==> config.mk <==
export PLATFORM = sky130hd
export DESIGN_NAME = crc8_packet_receiver
export DESIGN_NICKNAME = d
export VERILOG_FILES = /design/src/rtl/crc8_packet_receiver.sv
export SDC_FILE = /design/constraint.sdc
export NUM_CORES = 1
export LEC_CHECK = 0
export ABC_CLOCK_PERIOD_IN_PS = 3300
export CORE_MARGIN = 3
export CORE_UTILIZATION = 25
export DETAILED_ROUTE_END_ITERATION = 10
export GPL_TIMING_DRIVEN = 0
export HOLD_SLACK_MARGIN = 0.08
export PLACE_DENSITY = 0.4
export SETUP_SLACK_MARGIN = 0.3
export SYNTH_ARGS = -nofsm -noshare
export SYNTH_HDL_FRONTEND = slang
export SYNTH_SLANG_ARGS = --single-unit
==> constraint.sdc <==
create_clock -name clk -period 3.3 [get_ports clk]
set_clock_uncertainty 0.2 [all_clocks]
set_input_delay 0.66 -clock clk [delete_from_list [all_inputs] [get_ports clk]]
set_output_delay 0.66 -clock clk [all_outputs]
set_load 0.02 [all_outputs]
==> src/rtl/crc8_packet_receiver.sv <==
// CRC8 (poly 0xD5) checked 4-byte packet deframer with valid/ready output and saturating error count.
// Define RX_TIMEOUT_EN to drop partial frames after TIMEOUT idle cycles.
module crc8_packet_receiver #(
    parameter int ERR_W   = 8,
    parameter int TIMEOUT = 1024
) (
    input  logic             clk,
    input  logic             rst_n,
    input  logic [7:0]       byte_in,
    input  logic             byte_valid,
    input  logic             byte_sof,
    output logic             byte_ready,
    output logic [31:0]      pkt_data,
    output logic             pkt_valid,
    input  logic             pkt_ready,
    output logic             crc_err,
    output logic [ERR_W-1:0] err_cnt,
    output logic             timeout_err
);

    typedef enum logic {COLLECT, HOLD} state_t;

    state_t      state;
    logic [2:0]  cnt;
    logic [7:0]  crc;
    logic [31:0] payload;
    logic        accept;
    logic        expire;

    // One byte through the MSB-first CRC8 loop; equivalent to the 256-entry table lookup.
    function automatic logic [7:0] crc8_step(input logic [7:0] crc_in, input logic [7:0] data);
        logic [7:0] c;
        c = crc_in ^ data;
        for (int i = 0; i < 8; i++) begin
            c = c[7] ? ((c << 1) ^ 8'hD5) : (c << 1);
        end
        return c;
    endfunction

    assign accept = byte_valid & byte_ready;

`ifdef RX_TIMEOUT_EN
    localparam int IDLE_W = $clog2(TIMEOUT + 1);

    logic [IDLE_W-1:0] idle_cnt;

    // An accepted byte on the expiry edge takes precedence, hence the !accept term.
    assign expire = (state == COLLECT) && (cnt != 3'd0) && !accept &&
                    (idle_cnt == IDLE_W'(TIMEOUT - 1));

    always_ff @(posedge clk or negedge rst_n) begin
        if (!rst_n) begin
            idle_cnt    <= '0;
            timeout_err <= 1'b0;
        end else begin
            timeout_err <= expire;
            if (accept || state != COLLECT || cnt == 3'd0 || expire)
                idle_cnt <= '0;
            else
                idle_cnt <= idle_cnt + 1'b1;
        end
    end
`else
    assign expire      = (TIMEOUT < 0);
    assign timeout_err = 1'b0;
`endif

    always_ff @(posedge clk or negedge rst_n) begin
        if (!rst_n) begin
            state      <= COLLECT;
            cnt        <= 3'd0;
            crc        <= 8'h00;
            payload    <= 32'h0;
            pkt_data   <= 32'h0;
            pkt_valid  <= 1'b0;
            crc_err    <= 1'b0;
            err_cnt    <= '0;
            byte_ready <= 1'b1;
        end else begin
            crc_err <= 1'b0;
            case (state)
                COLLECT: begin
                    if (accept) begin
                        if (byte_sof || cnt == 3'd0) begin
                            payload <= {payload[23:0], byte_in};
                            crc     <= crc8_step(8'h00, byte_in);
                            cnt     <= 3'd1;
                        end else if (cnt != 3'd4) begin
                            payload <= {payload[23:0], byte_in};
                            crc     <= crc8_step(crc, byte_in);
                            cnt     <= cnt + 3'd1;
                        end else begin
                            cnt <= 3'd0;
                            crc <= 8'h00;
                            if (byte_in == crc) begin
                                pkt_data   <= payload;
                                pkt_valid  <= 1'b1;
                                byte_ready <= 1'b0;
                                state      <= HOLD;
                            end else begin
                                crc_err <= 1'b1;
                                if (err_cnt != {ERR_W{1'b1}})
                                    err_cnt <= err_cnt + 1'b1;
                            end
                        end
                    end else if (expire) begin
                        cnt <= 3'd0;
                        crc <= 8'h00;
                    end
                end
                HOLD: begin
                    if (pkt_ready) begin
                        pkt_valid  <= 1'b0;
                        byte_ready <= 1'b1;
                        state      <= COLLECT;
                    end
                end
                default: state <= COLLECT;
            endcase
        end
    end

endmodule

* Word level (Yosys, flattened, before mapping)
Cells that the tools add are included.
Word-level totals: register bits after elaboration 87, input bits 13, output and inout bits 44, word-level logic and storage cells 94
Operators by class: add/subtract/negate cells 2, eq/ne operators 8, muxes and demuxes 45, bitwise logic cells 22, reduce and logical (&&, ||, !) cells 8
Operators by type and width (count):
- 8-bit two-way mux | 18
- 5-bit NOT | 16
- 32-bit two-way mux | 2
- 1-bit two-way mux | 20
- 2-bit inequality test (second input constant) | 5
- 5-bit AND reduction | 2
- 8-bit by 1-bit adder with 8-bit output (second input constant) | 1
- 8-bit == test | 1
- 8-bit inequality test (second input constant) | 1
- 8-bit XOR | 1
- 3-bit two-way mux | 2
- 1-bit case mux with 2 select lines | 3
- 6-bit AND reduction | 1
- 1-bit NOT | 4
- 3-bit by 1-bit adder with 3-bit output (second input constant) | 1
- 3-bit logical NOT | 1
- 3-bit inequality test (second input constant) | 1
- 3-bit AND reduction | 1
- 2-bit AND reduction | 1
- 2-bit nonzero test | 1
- 1-bit bitwise AND | 1
- 1-bit logical OR | 1

* Depth between registers and ports, before layout
depth in word-level cells 19, mapped depth 8, mapped depth without buffers 7

* Least setup slack after synthesis
OpenSTA, ideal clock, no wires.
path type input -> register, start point in byte_in[7], end point reg crc[2], library setup time 0.126 ns, data arrival time 2.470 ns, required time 2.974 ns, setup slack 0.504 ns, cell stages on the path 7, path buffers 0, cell sequence xnor2_1 ha_1 xor3_1 xnor3_1 xnor2_1 a221oi_1 nor2_1
On the way: word-level cells in the longest chain between the ends 14, elaborated cells on any way between the ends 33, classes of those cells mux: 18; bitwise: 15
RTL lines:
- start: declaration | RTL line 9 | input logic [7:0] byte_in,
- 8-bit XOR | RTL line 33 | c = crc_in ^ data;
- 8-bit two-way mux | RTL line 35 | c = c[7] ? ((c << 1) ^ 8'hD5) : (c << 1);
- 8-bit two-way mux / 5-bit NOT (equally long branches) (2 in a row)
- 5-bit NOT (no source line) / 8-bit two-way mux (equally long branches)
- 8-bit two-way mux / 5-bit NOT (equally long branches)
- 5-bit NOT (no source line) / 8-bit two-way mux (equally long branches)
- 8-bit two-way mux / 5-bit NOT (equally long branches) (3 in a row)
- 5-bit NOT (no source line) / 8-bit two-way mux (equally long branches)
- 8-bit two-way mux | RTL line 35
- 8-bit two-way mux | RTL line 88 | end else if (cnt != 3'd4) begin
- 8-bit two-way mux * | RTL line 84 | if (byte_sof || cnt == 3'd0) begin
- end signal: assignment | RTL line 86 | crc <= crc8_step(8'h00, byte_in);
- end signal: assignment | RTL line 90 | crc <= crc8_step(crc, byte_in);
- end: declaration | RTL line 25 | logic [7:0] crc;
Mark *: on every way between the ends. The rest lies on a longest branch, timed or not. A chain may end at the register's enable or synchronous reset.

* Worst setup path in the final report
start point in byte_in[4], end point reg pkt_data[1]
On the way: word-level cells in the longest chain between the ends 2
RTL lines:
- 8-bit == test | RTL line 95 | if (byte_in == crc) begin
- 5-bit AND reduction (no source line)
- end signal: assignment | RTL line 96 | pkt_data <= payload;
- end: declaration | RTL line 13 | output logic [31:0] pkt_data,
Every way passes these cells.

==> results.tsv <==
stage	metric	value	unit
drt	routed_wl	9190	um
global_routing	grt_pass1_wl	15200	um
worst_hold_path	whs_path_depth	1	
floorplan	start_util	26.0	%
clocking	cts.sinks	87	
floorplan	dieArea	17700	sq um
drt	remaining_drc_errors	0	
setup_path	ff2ff_setup_slack	0.82	ns
clocking	cts-buffers-inserted	9	
synthesis	synth.net_count	325	
synthesis	post_synth_num_cell_types	41	
drt	first_iter_violations	109	
global_routing	grtUsageTotal	11.0	%
global_routing	antenna_found_initial	0	
synthesis	synth_ff_type	dfrtp_1	
outcome	status	finished clean	
setup_path	worst_path_max_delay_cell	clkdlybuf4s50_1	
pwr	seqPwrFrac	46.3	%
global_routing	grt_max_degree	62	
sta	setup_slack	0.456	ns
sta	finalHoldViolCount	0	
synthesis	syn_area	4050	sq um
floorplan	die_y	133	um
setup_path	critPathLaunchType	primary input	
finish	area_growth	28.0	%
finish	layout_commonest_cell	dfrtp_1	
sta	fin_crit_sh	86.2	%
pwr	swShare	24.2	%
synthesis	synthCells	308	
setup_path	crit_chain	clkdlybuf4s50_1, xnor2_1, nand4_2, nor4_4, buf_4, buf_6, mux2_2	
clocking	cts_tree	done	
pwr	peakVddDrop	0.000233	V
finish	layout_common_cells	dfrtp_1 (86), mux2_2 (60), clkdlybuf4s50_1 (48)	
pwr	p_per_area	445	nW/um^2
pwr	switchingPower	0.557	mW
finish	n_antenna_cell	0	
clocking	clkTransAtPathRegs	0.07	ns
drt	vias	2529	
finish	utilization	33.3	%
setup_path	crit_buf_inv	3	
setup_path	reg2reg_to	crc[2]	
pwr	p_comb_share	8.1	%
sta	worstMarginPinSlew	0.647	ns
pwr	clkPwrFrac	45.6	%
finish	seq_area	2180	sq um
clocking	worstSkewPairLatency	0.35	ns
setup_path	cp.arrival	2.88	ns
pwr	p_leak	2.41	nW
drt	wl_per_cell	15.6	um
worst_hold_path	hold_path.startpoint	pkt_valid	
global_routing	overflow	0	
finish	layoutNonFillerInstCount	590	
finish	drive_above_1_share	25.3	%
sta	max_freq	352	MHz
floorplan	die_w	133	um
clocking	h-tree-depth	3	
setup_path	r2r-start	crc[7]	
placed_design	io_buffers	50	
placed_design	place_hpwl	6450	um
sta	rsz0062_at_grt	no	
drt	firstDrtPassIters	4	
floorplan	fp-row-count	45	
worst_hold_path	hp-class	reg -> reg	
clocking	cts_buffer_depth	2	
placed_design	dpl_worst_slack	-0.375	ns
placed_design	gp_congestion	0.752	
setup_path	path_class	in -> reg	
synthesis	yosysSeqAreaShare	53.8	%
pwr	p_total	2.30	mW
sta	min_period	2.84	ns
sta	slew_viol_final	0	
synthesis	synth_edf_count	0	
placed_design	dp.cells	570	
drt	ant_nets	0	
synthesis	syn_avg_cell_area	13.1	sq um
global_routing	grt_pass1_vias	2643	
setup_path	reg2reg_depth	7	
setup_path	critical_path.max_fanout	10	
setup_path	crit_required	3.34	ns
clocking	ctsRootBufferMaster	clkbuf_16	
pwr	p_int	1.75	mW
drt	vias_per_cell	4.29	
setup_path	crit_path_max_incr_delay	0.55	ns
finish	nNetsFinal	391	
sta	maxSlewHeadroom	56.9	%
setup_path	critPathTopFamily	buffers and inverters	
finish	fill_cells	1587	
sta	setup-violations-final	0	
synthesis	ys_ff_latch	87	
setup_path	endpoint_kind	flop	
finish	multi_input_area	1770	sq um
synthesis	synth-async-reset-ratio	100	%
worst_hold_path	min_to	pkt_valid	
floorplan	top_level_ports	57	
floorplan	core	15500	sq um
synthesis	yosysWarnings	0	
flow_run	drv_cap	0	
sta	timing.setup.tns	0	ns
==> area by class of cell <==
type	count	area share [%]
Tap cell	211	5.10
Buffer	15	1.74
Clock buffer	11	4.49
Sequential cell	87	42.0
Clock inverter	5	1.28
Multi-Input combinational cell	200	34.2
Timing Repair Buffer	55	10.7
Inverter	6	0.435
==> cell usage after synthesis, types with 2 or more instances <==
master | n | area share, %
a211oi_1 | 4 | 0.74
a21o_1 | 4 | 0.74
a21oi_1 | 7 | 0.87
a221oi_1 | 4 | 0.87
buf_1 | 2 | 0.19
buf_2 | 3 | 0.37
buf_4 | 2 | 0.37
buf_6 | 3 | 0.83
clkbuf_1 | 5 | 0.46
dfrtp_1 | 86 | 53
ha_1 | 4 | 1.2
inv_1 | 6 | 0.56
mux2_1 | 5 | 1.4
mux2_2 | 60 | 17
nand2_1 | 11 | 1.0
nand2b_1 | 2 | 0.31
nand3_1 | 5 | 0.62
nand3b_1 | 2 | 0.37
nor2_1 | 20 | 1.9
nor3_1 | 2 | 0.25
o21ai_0 | 5 | 0.62
xnor2_1 | 35 | 7.6
xnor2_2 | 2 | 0.80
xnor3_1 | 2 | 1.1
xor2_1 | 10 | 2.2
xor3_1 | 2 | 1.2
==> per-stage QoR <==
| stage | cell area (sq um) | hold WS (ns) |
|---|---|---|
| 2_1_floorplan | 4050 | 0.164 |
| 3_3_place_gp | 4810 | 0.258 |
| 3_5_place_dp | 4840 | 0.269 |
| 4_1_cts | 5170 | 0.283 |
| 5_1_grt | 5180 | 0.305 |
| 6_report | 5180 | 0.277 |
==> registers in the layout (all words and copies together) (netlist names) <==
register and count:
payload 32, pkt_data 32, crc 8, err_cnt 8, cnt 3, byte_ready 1, crc_err 1, pkt_valid 1
state 1
==> kinds of logic after synthesis <==
family	count (synthesis)	synth area share, %
AO/OA/AOI/OAI	30	5.01
XOR/XNOR	51	12.8
adder cells (fa/ha/maj)	4	1.24
buffers and inverters	21	2.78
flip-flops	87	53.8
multiplexers	65	18.1
other	1	0.0927
AND/OR/NAND/NOR	49	6.12
==> what timing repair did <==
item / CTS / global route
setup buffers: 3 / 0
setup endpoints to repair: 34 / 33
pin swaps: 2 / 0
hold buffers: 1 / 0
endpoints found under the hold margin: 26 / 0
gates resized for setup: 2 / 1
==> power by group through the flow <==
stage,clock [mW],combinational (mW),sequential [mW]
6_report,1.05,0.186,1.07
5_1_grt,1.13,0.205,1.07
4_1_cts,1.09,0.189,1.07
3_5_place_dp,0,0.185,1.09
3_3_place_gp,0,0.183,1.09
2_1_floorplan,0,0.122,1.09
==> worst max-delay path by stage <==
stage	from	endpoint	slack, ns	cells past startpoint
floorplan	byte_in[7]	crc[2]	0.50	7
global placement	rst_n	err_cnt[6]	-2.08	1
detailed placement	byte_in[7]	pkt_data[24]	-0.38	7
CTS	byte_in[5]	pkt_data[29]	0.31	7
global route	byte_in[4]	pkt_data[1]	0.35	7
finish	byte_in[4]	pkt_data[1]	0.46	7
==> per-layer routing <==
metal	up-vias	track usage [%]	share of wire, %
li1	1201	-	-
met1	1269	15.8	51
met2	47	15.9	43
met3	12	2.49	3.6
met4	0	5.14	2.2
met5	-	0	0
(Power assumes the default switching activity.)
==> RTL change: new RTL, config.mk and constraints unchanged <==
Put one more register stage on the output `err_cnt`, without a reset. The value now appears one clock later. The other outputs are not delayed to match.
--- a/src/rtl/crc8_packet_receiver.sv
+++ b/src/rtl/crc8_packet_receiver.sv
@@ -19,6 +19,8 @@
 );
 
     typedef enum logic {COLLECT, HOLD} state_t;
+
+    logic [ERR_W-1:0] err_cnt_s0;
 
     state_t      state;
     logic [2:0]  cnt;
@@ -74,7 +76,7 @@
             pkt_data   <= 32'h0;
             pkt_valid  <= 1'b0;
             crc_err    <= 1'b0;
-            err_cnt    <= '0;
+            err_cnt_s0 <= '0;
             byte_ready <= 1'b1;
         end else begin
             crc_err <= 1'b0;
@@ -99,8 +101,8 @@
                                 state      <= HOLD;
                             end else begin
                                 crc_err <= 1'b1;
-                                if (err_cnt != {ERR_W{1'b1}})
-                                    err_cnt <= err_cnt + 1'b1;
+                                if (err_cnt_s0 != {ERR_W{1'b1}})
+                                    err_cnt_s0 <= err_cnt_s0 + 1'b1;
                             end
                         end
                     end else if (expire) begin
@@ -120,5 +122,9 @@
         end
     end
 
+    always_ff @(posedge clk) begin
+        err_cnt <= err_cnt_s0;
+    end
+
 endmodule
 
Behaviour: not the same (Yosys sat finds a counterexample within 10 cycles, from zero or initial values and one cycle with rst_n low).
==> RTL change against the unedited design <==
Synthesized cell count is 3.6% lower. Setup slack gained 0.017 ns. Sequential cell count rose by 8. Register-to-register slack worse by 0.03 ns. Count of clock-buffer cells in the layout up 1. Routed wire length is 0.49% lower. Area after synthesis grew 4.8%. Critical path depth is 1 higher. Design area increased by 3.7%. Critical endpoint is now crc[3]. Largest cell class unchanged.
Power is not compared: it rests on default switching activity, and its combinational part moved more than twofold at a synthesized area within 25%.
==> RTL change: results (changes against the unedited design) <==
| Metric | Value |
|---|---|
| Max-Cap Viols | 0 (unchanged) |
| Largest net degree at the start of global routing | 50 (was 62) |
| GP Congestion | 0.745 (was 0.752) |
| Via density | 4.17 (was 4.29) |
| Via count | 2436 (was 2529) |
| First-pass GRT wire length | 14.8 mm (was 15.2 mm) |
| Worst slew margin | 57.3% (was 56.9%) |
| Worst-path maximum fanout | 4 (was 10) |
| VDD IR max | 282 uV |
| Library cells used by synthesis | 43 (was 41) |
| Layout cells sized above 1 | 29.1% (was 25.3%) |
| First-pass detailed-route iteration total | 5 (was 4) |
| Pleak | between 2 and 2.5 nW |
| Syn nets | 314 (was 325) |
| Status | finished clean (unchanged) |
| Yosys warns | 0 (unchanged) |
| CTS Buffer Depth | 2 (unchanged) |
| Routed wire length per instance | 15.7 um (was 15.6 um) |
| Gr ovfl total | 0 (unchanged) |
| Post-Place Cells | 566 (was 570) |
| Clk slew on worst S/H paths | 0.06 ns |
| DP HPWL | 6.40 mm (was 6.45 mm) |
| Post-synth top area share | 50.8% (was 53.2%) |
| Asr flop ratio synth | 91.6% (was 100%) |
| Top flop regs | payload: 32 flops, pkt_data: 32 flops (unchanged) |
| Critical Path AT | 2.90 ns (was 2.88 ns) |
| Initial antenna violation count | 0 (unchanged) |
| Iter 0 DRT Violations | 82 (was 109) |
| Worst-Skew Late Latency | 0.35 ns (about the same) |
| HP Class | in -> async (was reg -> reg) |
| Fill cells | 1616 (was 1587) |
| Commonest cells in the netlist | dfrtp_1 (86), mux2_2 (36), xnor2_1 (35), mux2_4 (28), nand2_1 (12) (was dfrtp_1 (86), mux2_2 (60), xnor2_1 (35), nor2_1 (20), nand2_1 (11)) |
| Syn Inst Count | 297 (was 308) |
| # nets final | 380 (was 391) |
| Area contributors post-synth | dfrtp_1 (51%), mux2_4 (9.9%), mux2_2 (9.6%) (was dfrtp_1 (53%), mux2_2 (17%), xnor2_1 (7.6%)) |
| Number of global-route vias before repair | 2560 (was 2643) |
| Seq/Total Area, Yosys | 55.2% (was 53.8%) |
| CTS H-tree lvls | 3 (unchanged) |
| Num CTS Buffers | 9 (unchanged) |
| Total GRT Usage | 10.8% (was 11.0%) |
| PortBufs | 52 (was 50) |
| Dpl ws | -0.0647 ns (was -0.375 ns) |
| N_diodes | 0 (unchanged) |
| CTS Root Cell | clkbuf_16 (unchanged) |
## RTL change: cell count changes after synthesis, moves of 3 or more
cell	unedited run	this run
a221oi_1	4	0
nor2_1	20	7
mux2_2	60	36
and3_1	1	4
xor2_2	0	3
mux2_4	0	28
a21oi_1	7	4
dfxtp_1	0	8
o221ai_1	1	5
mux2_1	5	1
## RTL change: area by class of cell
type                       count  area share, %
buffer                        12           1.96
clock buffer                  12           4.78
clock inverter                 4          0.559
inverter                       5          0.349
multi-input combinational    185           33.4
sequential                    95           43.5
tap                          216           5.03
timing repair buffer          55           10.4
## RTL change: worst paths after layout
check | start | endpoint | slack (ns) | cells past startpoint
worst min-delay path | rst_n | pkt_data[22] | 0.09 | 1
worst min register to register | err_cnt_s0[5] | err_cnt[5] | 0.23 | 0
min in group clk | err_cnt_s0[5] | err_cnt[5] | 0.23 | 0
worst max-delay path | byte_in[6] | crc[3] | 0.47 | 8
worst max register to register | cnt[0] | payload[30] | 0.79 | 6
max in group asynchronous | rst_n | payload[13] | 2.17 | 2
## RTL change: cell families (layout without fill, tap and decap cells)
| family | count (synthesis) | in the layout | share of synthesized area (%) |
|---|---|---|---|
| compound gates | 24 | 24 | 4.07 |
| xor+xnor | 51 | 51 | 11.6 |
| fa+ha+maj | 4 | 4 | 1.18 |
| buf+inv | 17 | 88 | 2.92 |
| flops | 95 | 95 | 55.2 |
| mux | 65 | 65 | 19.7 |
| other cells | 1 | 1 | 0.0885 |
| simple gates | 40 | 40 | 5.25 |
## RTL change: layer usage
metal | routed length, um | GRT usage, % | share of wire [%] | up-vias
met3 | 389 | 2.89 | 4.3 | 10
met4 | 176 | 5.04 | 1.9 | 0
met2 | 4380 | 17.1 | 48 | 43
met1 | 4200 | 13.8 | 46 | 1221
li1 | - | - | - | 1162
met5 | 0 | 0 | 0 | -
## RTL change: timing repair
item	4_1_cts	5_1_grt
cloned	0	0
setup buffers	0	2
gates resized for setup	1	1
hold endpoints to repair	0	0
pin swaps	0	1
hold buffers	0	0
setup endpoints to repair	1	5
## RTL change: critical path, stage by stage
cell and delay, ns:
clkdlybuf4s50_1 0.59, xnor2_1 0.21, ha_1 0.37, xnor2_2 0.19, xnor2_1 0.28, xnor2_2 0.15, o32a_2 0.35, o21ai_2 0.11
## RTL change: stage by stage
step                      setup TNS [ns]  util, %  area, sq um
after global routing                   0     33.1         5370
after global placement           -183.37     31.0         5030
final                                  0     33.1         5370
after detailed placement          -0.372     31.1         5050
after floorplan                        0        -         4240
after CTS                              0     33.0         5350
## RTL change: power by group
group | switching, mW | internal [mW] | leakage, nW | total [mW]
Clock | 0.455 | 0.556 | 0.139 | 1.01
Combinational | 0.560 | 0.618 | 0.943 | 1.18
Sequential | 0.173 | 1.40 | 1.19 | 1.57
